`config.mk`:
```
export PLATFORM = sky130hd
export DESIGN_NAME = branch_tracker
export DESIGN_NICKNAME = d
export VERILOG_FILES = /design/src/rtl/branch_pkg.sv /design/src/rtl/br_fifo.sv /design/src/rtl/branch_tracker.sv
export SDC_FILE = /design/constraint.sdc
export NUM_CORES = 1
export LEC_CHECK = 0
export CAP_MARGIN = 10
export CORE_ASPECT_RATIO = 0.9
export CORE_MARGIN = 2
export CORE_UTILIZATION = 54
export CTS_BUF_LIST = sky130_fd_sc_hd__clkbuf_2 sky130_fd_sc_hd__clkbuf_4 sky130_fd_sc_hd__clkbuf_8
export DETAILED_ROUTE_END_ITERATION = 7
export DONT_BUFFER_PORTS = 1
export PLACE_DENSITY = 0.72
export SLEW_MARGIN = 15
export SYNTH_ARGS = -nofsm -noshare
export SYNTH_HDL_FRONTEND = slang
export SYNTH_SLANG_ARGS = --single-unit
```
`constraint.sdc`:
```
create_clock -name clk -period 3.9 [get_ports clk]
set_clock_uncertainty 0.1 [all_clocks]
set_input_delay 0.78 -clock clk [delete_from_list [all_inputs] [get_ports clk]]
set_output_delay 0.78 -clock clk [all_outputs]
set_load 0.03 [all_outputs]
```
`src/rtl/branch_pkg.sv`:
```
`default_nettype none
// ============================================================================
//  Module   : branch_pkg
//  Purpose  : Shared types for the branch tracker. It holds the in-flight
//             branch record and the tracker state encoding.
//  Contents : MaxWordSize - widest address the entry record can carry
//             br_entry_t  - {taken, pc, addr}
//             br_state_t  - IDLE / TRACK / RECOVER
//  Revision : 1.0 - initial release
// ============================================================================
package branch_pkg;

  // A package type cannot follow a module parameter. Entries are therefore
  // sized for the widest supported word, and narrower instances zero-extend
  // their addresses into them. WordSize must not exceed this value.
  localparam int MaxWordSize = 64;

  typedef struct packed {
    logic                   taken;
    logic [MaxWordSize-1:0] pc;
    logic [MaxWordSize-1:0] addr;
  } br_entry_t;

  typedef enum logic [1:0] {
    IDLE    = 2'd0,
    TRACK   = 2'd1,
    RECOVER = 2'd2
  } br_state_t;

endpackage
`default_nettype wire

```
`src/rtl/br_fifo.sv`:
```
`default_nettype none
// ============================================================================
//  Module   : br_fifo
//  Purpose  : Circular buffer of in-flight branch entries, with head/tail
//             pointers, push/pop and a synchronous clear.
//  Ports    : clk, rstn          - clock, async active-low reset
//             clear              - drop all entries (sync)
//             push / wdata       - append an entry at the tail
//             pop                - retire the head entry
//             head_entry         - oldest entry (undefined when empty)
//             count, full, empty - registered occupancy flags
//  Revision : 1.0 - initial release
// ============================================================================
module br_fifo
  import branch_pkg::*;
#(
  parameter int Depth = 4
) (
  input  logic                     clk,
  input  logic                     rstn,
  input  logic                     clear,
  input  logic                     push,
  input  logic                     pop,
  input  br_entry_t                wdata,
  output br_entry_t                head_entry,
  output logic [$clog2(Depth):0]   count,
  output logic                     full,
  output logic                     empty
);

  localparam int PtrW = $clog2(Depth);
  localparam int CntW = PtrW + 1;

  br_entry_t       mem [Depth];
  logic [PtrW-1:0] head;
  logic [PtrW-1:0] tail;
  logic [CntW-1:0] count_next;

  always_comb begin
    count_next = count + CntW'(push) - CntW'(pop);
  end

  // Because Depth is a power of two, the pointers wrap on natural overflow.
  always_ff @(posedge clk or negedge rstn) begin
    if (!rstn) begin
      head  <= '0;
      tail  <= '0;
      count <= '0;
      full  <= 1'b0;
      empty <= 1'b1;
    end else if (clear) begin
      head  <= '0;
      tail  <= '0;
      count <= '0;
      full  <= 1'b0;
      empty <= 1'b1;
    end else begin
      if (push) tail <= tail + PtrW'(1);
      if (pop)  head <= head + PtrW'(1);
      count <= count_next;
      full  <= (count_next == CntW'(Depth));
      empty <= (count_next == '0);
    end
  end

  // Storage needs no reset. When a push and a pop happen together on a full
  // buffer, tail equals head. The slot is written as it is vacated, and the
  // pop has already consumed the old value this cycle.
  always_ff @(posedge clk) begin
    if (push && !clear) mem[tail] <= wdata;
  end

  assign head_entry = mem[head];

endmodule
`default_nettype wire

```
`src/rtl/branch_tracker.sv`:
```
`default_nettype none
// ============================================================================
//  Module   : branch_tracker
//  Purpose  : Tracks predicted branches in order, resolves the oldest one and
//             on a mispredict issues a one-cycle redirect with the corrected
//             fetch address, then squashes the pipeline for RecoverCycles.
//  Ports    : clk, rstn                  - clock, async active-low reset
//             push, push_taken,
//             push_pc, push_addr         - new predicted branch from fetch
//             resolve, act_taken         - outcome of the oldest branch
//             full, empty, count         - occupancy (registered)
//             redirect, npc              - mispredict pulse and new fetch PC
//             flush                      - pipeline squash in progress
//  Revision : 1.0 - initial release
// ============================================================================
module branch_tracker
  import branch_pkg::*;
#(
  parameter int WordSize      = 32,
  parameter int Depth         = 4,
  parameter int RecoverCycles = 2
) (
  input  logic                   clk,
  input  logic                   rstn,
  input  logic                   push,
  input  logic                   push_taken,
  input  logic [WordSize-1:0]    push_pc,
  input  logic [WordSize-1:0]    push_addr,
  input  logic                   resolve,
  input  logic                   act_taken,
  output logic                   full,
  output logic                   empty,
  output logic [$clog2(Depth):0] count,
  output logic                   redirect,
  output logic [WordSize-1:0]    npc,
  output logic                   flush
);

  localparam int CntW = $clog2(Depth) + 1;
  localparam int RcW  = (RecoverCycles > 1) ? $clog2(RecoverCycles) : 1;

  br_state_t       state;
  logic [RcW-1:0]  rec_cnt;
  br_entry_t       head;
  br_entry_t       wdata;
  logic            res_valid;
  logic            mispredict;
  logic            pop;
  logic            push_ok;
  logic [CntW-1:0] count_next;
  logic            unused_hi;

  always_comb begin
    wdata      = '{taken: push_taken,
                   pc:    MaxWordSize'(push_pc),
                   addr:  MaxWordSize'(push_addr)};
    res_valid  = resolve && !empty && (state != RECOVER);
    mispredict = res_valid && (act_taken != head.taken);
    pop        = res_valid && !mispredict;
    // A full buffer still accepts a push when the head retires in the same cycle.
    push_ok    = push && (state != RECOVER) && !mispredict && (!full || pop);
    count_next = count + CntW'(push_ok) - CntW'(pop);
  end

  // Address bits above WordSize are always zero. This reduction only marks
  // them as consumed.
  assign unused_hi = ^(head.pc >> WordSize) ^ ^(head.addr >> WordSize);

  br_fifo #(
    .Depth (Depth)
  ) u_fifo (
    .clk        (clk),
    .rstn       (rstn),
    .clear      (mispredict),
    .push       (push_ok),
    .pop        (pop),
    .wdata      (wdata),
    .head_entry (head),
    .count      (count),
    .full       (full),
    .empty      (empty)
  );

  always_ff @(posedge clk or negedge rstn) begin
    if (!rstn) begin
      state    <= IDLE;
      rec_cnt  <= '0;
      redirect <= 1'b0;
      flush    <= 1'b0;
      npc      <= '0;
    end else begin
      redirect <= 1'b0;
      case (state)
        IDLE, TRACK: begin
          if (mispredict) begin
            state    <= RECOVER;
            redirect <= 1'b1;
            flush    <= 1'b1;
            rec_cnt  <= RcW'(RecoverCycles - 1);
            npc      <= act_taken ? head.addr[WordSize-1:0]
                                  : head.pc[WordSize-1:0] + WordSize'(4);
          end else begin
            state <= (count_next == '0) ? IDLE : TRACK;
          end
        end
        RECOVER: begin
          // rec_cnt holds the flush cycles remaining after the current one.
          if (rec_cnt == '0) begin
            flush <= 1'b0;
            state <= IDLE;
          end else begin
            rec_cnt <= rec_cnt - RcW'(1);
          end
        end
        default: begin
          state <= IDLE;
          flush <= 1'b0;
        end
      endcase
    end
  end

endmodule
`default_nettype wire

```
==> impl_metrics.yaml, run 1 <==
status:
  status: "complete, no violations"
global_route:
  grt_overflow: 0
  antenna_found_initial: 0
  grt_max_degree: 66
  grt_first_pass_wirelength_um: 38300
  grt_pass1_vias: 6467
  track_usage_pct: 21.5
pwr:
  powerDensity_nw_per_um2: 771
  vdd_drop_max_uv: 377
  power_w: 0.0104
  p_leak_nw: 4.51
drt:
  viasPerCell: 5.94
  first_iter_violations: 473
  post-route-drc-count: 0
  ant_nets: 0
  routed_wl_um: 24400
  first_pass_iters: 5
  wire_per_inst_um: 23.8
  vias: 6073
clock_network:
  cts_max_level: 2
  clk_latency_ns: 0.56
  cts_root_buf: "clkbuf_8"
  tritoncts: "done"
  clock_path_buffers: 3
  clock_sinks: 306
  clk_pin_slew_ns: 0.06
  numCtsBuffers: 47
yosys:
  synthCells: 656
  synth_area_um2: 12100
  synth-adder-area-share_pct: 0.886
  syn_area_per_cell_um2: 18.5
  synth.yosys.seq_area_share_pct: 73.8
  synth_top_area_share_pct: 64.3
  synth-edff-count: 260
  async_flop_share_pct: 15.0
  synth.area.top_cells: "edfxtp_1, mux4_2, dfrtp_1"
  synth-xor-area-share_pct: 2.02
  synth_top_family_by_area: "multiplexers"
  synth-compound-area-share_pct: 3.19
  synth-seq-cells: 306
  yosys.area.top_type: "edfxtp_1"
  synth_ff_type: "edfxtp_1"
  syn-num-nets: 734
  yosysWarnings: 0
  synth_cell_types: 48
  synth_mux_area_share_pct: 13.0
  synthSimpleGateAreaFrac_pct: 5.52
timing:
  period_share_pct: 83.8
  rsz0062_at_grt: "false"
  relSlewSlack_pct: 50.7
  drv_slew: 0
  worst_pin_slew_ns: 0.733
  fmax_mhz: 306
  fin_tns_setup_ns: 0
  min_period_ns: 3.27
  timing.final.ws_setup_ns: 0.633
  hold_viol_final: 0
  setup_viol: 0
setup_path:
  crit_slowest_cell: "dfrtp_4"
  max_stage_delay_ns: 0.79
  worstSetupStartpointType: "flip-flop"
  critPathBufInv: 1
  worst_ep_required_time_ns: 4.28
  r2r_slack_ns: 0.63
  crit_chain: "mux4_2 -> ha_1 -> inv_1 -> or4_4 -> or4_1 -> a311o_1 -> nand2_1"
  cp_top_family: "simple AND/OR/NAND/NOR gates"
  crit_arrival_ns: 3.65
  crit_type: "flip-flop to flip-flop"
  critPathCaptureType: "flip-flop"
  path_max_fanout: 31
flow_run:
  maxCapViolCount: 0
final_layout:
  fin_area_um2: 13500
  antenna_cells: 0
  fin_nets: 770
  stdcell_count: 1023
  final_layout_size_suffix_gt1_share_pct: 21.9
  area_delta_synth_final_pct: 11.1
floorplanning:
  die_y_um: 146
  ios: 109
  rows: 52
  fp.dieArea_um2: 23700
  core_area_um2: 22300
  start_util_pct: 54.6
  die_w_um: 162
placement:
  placed_area_um2: 12500
  port_buffers: 0
  dp_hpwl_um: 15200
  dp.cells: 938
  routabilityCongestion: 0.881
  place_ws_ns: 0.555
min_path:
  hold_class: "input pin to flip-flop"
placed cells by master (no fill, tap or decap), types with 6 or more instances in the layout:
cell      count
clkbuf_4     21
o21ai_0      19
nor2_1       29
nand4_1       8
dfrtp_1      43
edfxtp_1    260
clkbuf_8     50
ha_1          7
nand3_1      15
xnor2_1      16
nand2_1      40
mux4_1        9
buf_4         9
mux4_2       55
a21oi_1      18
xor2_1       12
o22ai_1      12
mux2i_1       9
nor3_1        6
inv_1        15
nor4_1        8
clkinv_1      7
timing repair:
action | in CTS | in global routing
gates resized for setup | 0 | 0
buffers inserted | 0 | 0
endpoints found under the hold margin | 46 | 0
hold buffers | 2 | 0
worst reg2reg max path, cell delays in order, from the launching register on:
cell	delay, ns
dfrtp_4	0.79
mux4_2	0.43
ha_1	0.27
inv_1	0.08
or4_4	0.61
or4_1	0.53
a311o_1	0.33
nand2_1	0.07
registers in the layout, indices dropped and copies added (netlist names):
signal and flops:
redirect 1, u_fifo.count 3, flush 1, state 2, u_fifo.head 2, u_fifo.tail 2
u_fifo.empty 1, rec_cnt 1, u_fifo.mem 260, u_fifo.full 1, npc 32
cells by family after synthesis:
group                      Yosys count
DFF                                306
adders and majority gates            8
muxes                               74
and+or+nand+nor                    132
AOI/OAI and AO/OA                   65
buffers and inverters               43
xor gates and xnor gates            28
layout make-up:
cell class,instances,area (um^2)
multi-input cells,307,2990
fillers,1603,8760
clock buffers,71,846
flip-flops and latches,306,8960
well taps,297,372
inverters,15,56.3
clock inverters,12,76.3
repair buffers,15,185
where the power goes:
group          switching (W)  internal, W
Combinational        0.00158      0.00113
Clock                0.00113      0.00144
Sequential          0.000776      0.00434
Total                0.00348      0.00692
worst paths after layout:
path | from | to | cells after the start
worst max register to register | u_fifo.head[0]$_DFFE_PN0P_ | npc[24]$_DFFE_PN0P_ | 7
min in group asynchronous | rstn | state[1]$_DFFE_PN0P_ | 2
worst min register to register | state[1]$_DFFE_PN0P_ | state[0]$_DFFE_PN0P_ | 1
worst max-delay path | u_fifo.head[0]$_DFFE_PN0P_ | npc[24]$_DFFE_PN0P_ | 7
max in group asynchronous | rstn | u_fifo.empty$_DFF_PN1_ | 2
worst min-delay path | push_pc[1] | u_fifo.mem[2][33]$_DFFE_PP_ | 0
metal layers:
| metal | up-vias | share of wire, % | global-route usage (%) |
|---|---|---|---|
| met5 | - | 0 | 0 |
| met4 | 0 | 1.9 | 6.15 |
| met1 | 3108 | 40 | 28.8 |
| met2 | 239 | 48 | 33.6 |
| met3 | 34 | 9.9 | 7.98 |
| li1 | 2692 | - | - |
metrics by stage:
stage | utilization, % | hold WS, ns
final | 60.6 | 0.213
after global routing | 60.6 | 0.187
after CTS | 60.6 | 0.179
after detailed placement | 56.3 | 0.385
after global placement | 56.3 | 0.368
after floorplan | - | 0.354
Yosys cell counts (2+ instances only):
cell	number
edfxtp_1	260
mux4_2	55
dfrtp_1	45
nand2_1	40
nor2_1	29
o21ai_0	19
a21oi_1	18
xnor2_1	16
inv_1	15
nand3_1	15
clkbuf_1	13
o22ai_1	12
xor2_1	12
mux2i_1	9
mux4_1	9
buf_2	8
nand4_1	8
nor4_1	8
ha_1	7
and2_1	6
nor3_1	6
nand2b_1	4
o211ai_1	4
and3_1	3
and4_1	3
buf_1	3
a311o_1	2
a31o_2	2
buf_4	2
buf_6	2
nand3b_1	2
o31ai_1	2
or4_1	2
(Power assumes the default switching activity.)
==> run 2: changes to the inputs <==
==> constraint.sdc (replaced) <==
create_clock -name clk -period 2.8 [get_ports clk]
set_clock_uncertainty 0.1 [all_clocks]
set_input_delay 0.56 -clock clk [delete_from_list [all_inputs] [get_ports clk]]
set_output_delay 0.56 -clock clk [all_outputs]
set_load 0.03 [all_outputs]
==> impl_metrics.yaml, run 2 (synthesis gave the netlist of run 1 again) <==
status:
  status: "finished, violations left"
  violations: "negative setup slack"
final_layout:
  area_delta_synth_final_pct: 21.6
  largest_register_ffs: 260
  stdcell_count: 1142
  largest_register: "u_fifo.mem"
  final_layout_size_suffix_gt1_share_pct: 28.4
  final_common_cell: "edfxtp_1"
  fin_nets: 887
  final_core_util_pct: 66.3
  final_cell_mix: "edfxtp_1, dlygate4sd3_1, mux4_2"
  top_regs: "u_fifo.mem: 260 flops, npc: 32 flops, u_fifo.count: 3 flops"
setup_path:
  r2r_slack_ns: -0.04
  r2r_start: "u_fifo.head[0]$_DFFE_PN0P_"
  worstSetupStartpointType: "flip-flop"
  crit_chain: "buf_8 -> mux4_2 -> ha_4 -> inv_2 -> or4_4 -> or4_1 -> a311o_1 -> nand2_1"
  critPathCaptureType: "flip-flop"
  crit_type: "flip-flop to flip-flop"
  path_max_fanout: 7
  crit_arrival_ns: 3.25
  crit_slowest_cell: "or4_1"
  worst_ep_required_time_ns: 3.20
  startpoint: "u_fifo.head[0]$_DFFE_PN0P_"
  max_stage_delay_ns: 0.54
timing:
  min_period_ns: 2.84
  whs_ns: 0.0903
  hold_viol_final: 0
  worst_pin_slew_ns: 0.603
  timing.final.ws_setup_ns: -0.0448
  relSlewSlack_pct: 59.7
  fmax_mhz: 352
  drv_slew: 0
  setup_viol: 1
  period_share_pct: 102
  rsz0062_at_grt: "true"
floorplanning:
  start_util_pct: 54.6
  rows: 52
  core_area_um2: 22300
  ios: 109
  die_w_um: 162
  fp.dieArea_um2: 23700
  die_y_um: 146
drt:
  routed_wl_um: 26600
  wire_per_inst_um: 23.3
  first_iter_violations: 692
  vias: 6795
  first_pass_iters: 5
  viasPerCell: 5.95
  post-route-drc-count: 0
  ant_nets: 0
clock_network:
  clock_path_buffers: 3
  numCtsBuffers: 48
  tritoncts: "done"
  clk_pin_slew_ns: 0.06
  cts_root_buf: "clkbuf_8"
  clk_latency_ns: 0.56
  clock_sinks: 306
  cts_max_level: 2
placement:
  port_buffers: 0
  routabilityCongestion: 0.918
  dp.cells: 978
  dp_hpwl_um: 16900
pwr:
  power_w: 0.0154
  vdd_drop_max_uv: 454
  powerDensity_nw_per_um2: 1040
  p_leak_nw: 5.06
global_route:
  track_usage_pct: 22.6
  antenna_found_initial: 1
  grt_pass1_vias: 7147
  grt_max_degree: 50
  grt_first_pass_wirelength_um: 40400
  grt_overflow: 0
min_path:
  min_from: "act_taken"
  hold_class: "input pin to flip-flop"
flow_run:
  maxCapViolCount: 0
[run 2: critical path, delay by kind of cell, from the launching register on]
| kind | cells | cell delay (ns) |
|---|---|---|
| simple gates | 3 | 1.11 |
| flops | 1 | 0.50 |
| mux | 1 | 0.38 |
| fa+ha+maj | 1 | 0.15 |
| buf+inv | 2 | 0.19 |
| compound gates | 1 | 0.37 |
[run 2: worst paths after layout]
check	to	depth (start not counted)
worst max register to register	npc[24]$_DFFE_PN0P_	8
max in group asynchronous	u_fifo.empty$_DFF_PN1_	2
min in group asynchronous	npc[31]$_DFFE_PN0P_	2
worst min-delay path	npc[11]$_DFFE_PN0P_	2
worst max-delay path	npc[24]$_DFFE_PN0P_	8
worst min register to register	rec_cnt$_DFFE_PN0P_	2
[run 2: layout make-up]
type | count | area, um^2
Timing Repair Buffer | 131 | 1320
Fill cell | 1467 | 7490
Inverter | 15 | 56.3
Clock inverter | 15 | 75.1
Clock buffer | 70 | 857
Sequential cell | 306 | 8960
Antenna cell | 1 | 2.50
Multi-Input combinational cell | 307 | 3110
Tap cell | 297 | 372
[run 2: report_power, final]
group / internal, W / switching (W) / total [W]
combinational: 0.00218 / 0.00262 / 0.00480
sequential: 0.00604 / 0.000979 / 0.00702
clock: 0.00196 / 0.00164 / 0.00360
total: 0.0102 / 0.00524 / 0.0154
[run 2: what timing repair did]
action | 4_1_cts | 5_1_grt
resized for setup | 7 | 23
pin swaps | 1 | 5
endpoints found under the hold margin | 306 | 0
cloned | 0 | 0
buffers inserted | 2 | 9
endpoints found under the setup margin | 7 | 15
hold buffers | 67 | 0
[run 2: layer usage]
metal | GRT usage [%] | vias up | wire length (um)
li1 | - | 2931 | -
met1 | 31.2 | 3478 | 10900
met2 | 36.4 | 331 | 13000
met3 | 5.28 | 55 | 2100
met4 | 7.17 | 0 | 609
met5 | 0 | - | 0
[run 2: per-stage QoR]
stage | setup slack, ns | area, um^2 | TNS [ns]
CTS | -0.0126 | 14600 | -0.0126
floorplan | -0.208 | 12200 | -0.670
global route | -0.121 | 14800 | -0.411
detailed placement | -0.0445 | 13000 | -0.112
finish | -0.0448 | 14800 | -0.0448
global placement | -0.0225 | 13000 | -0.0225
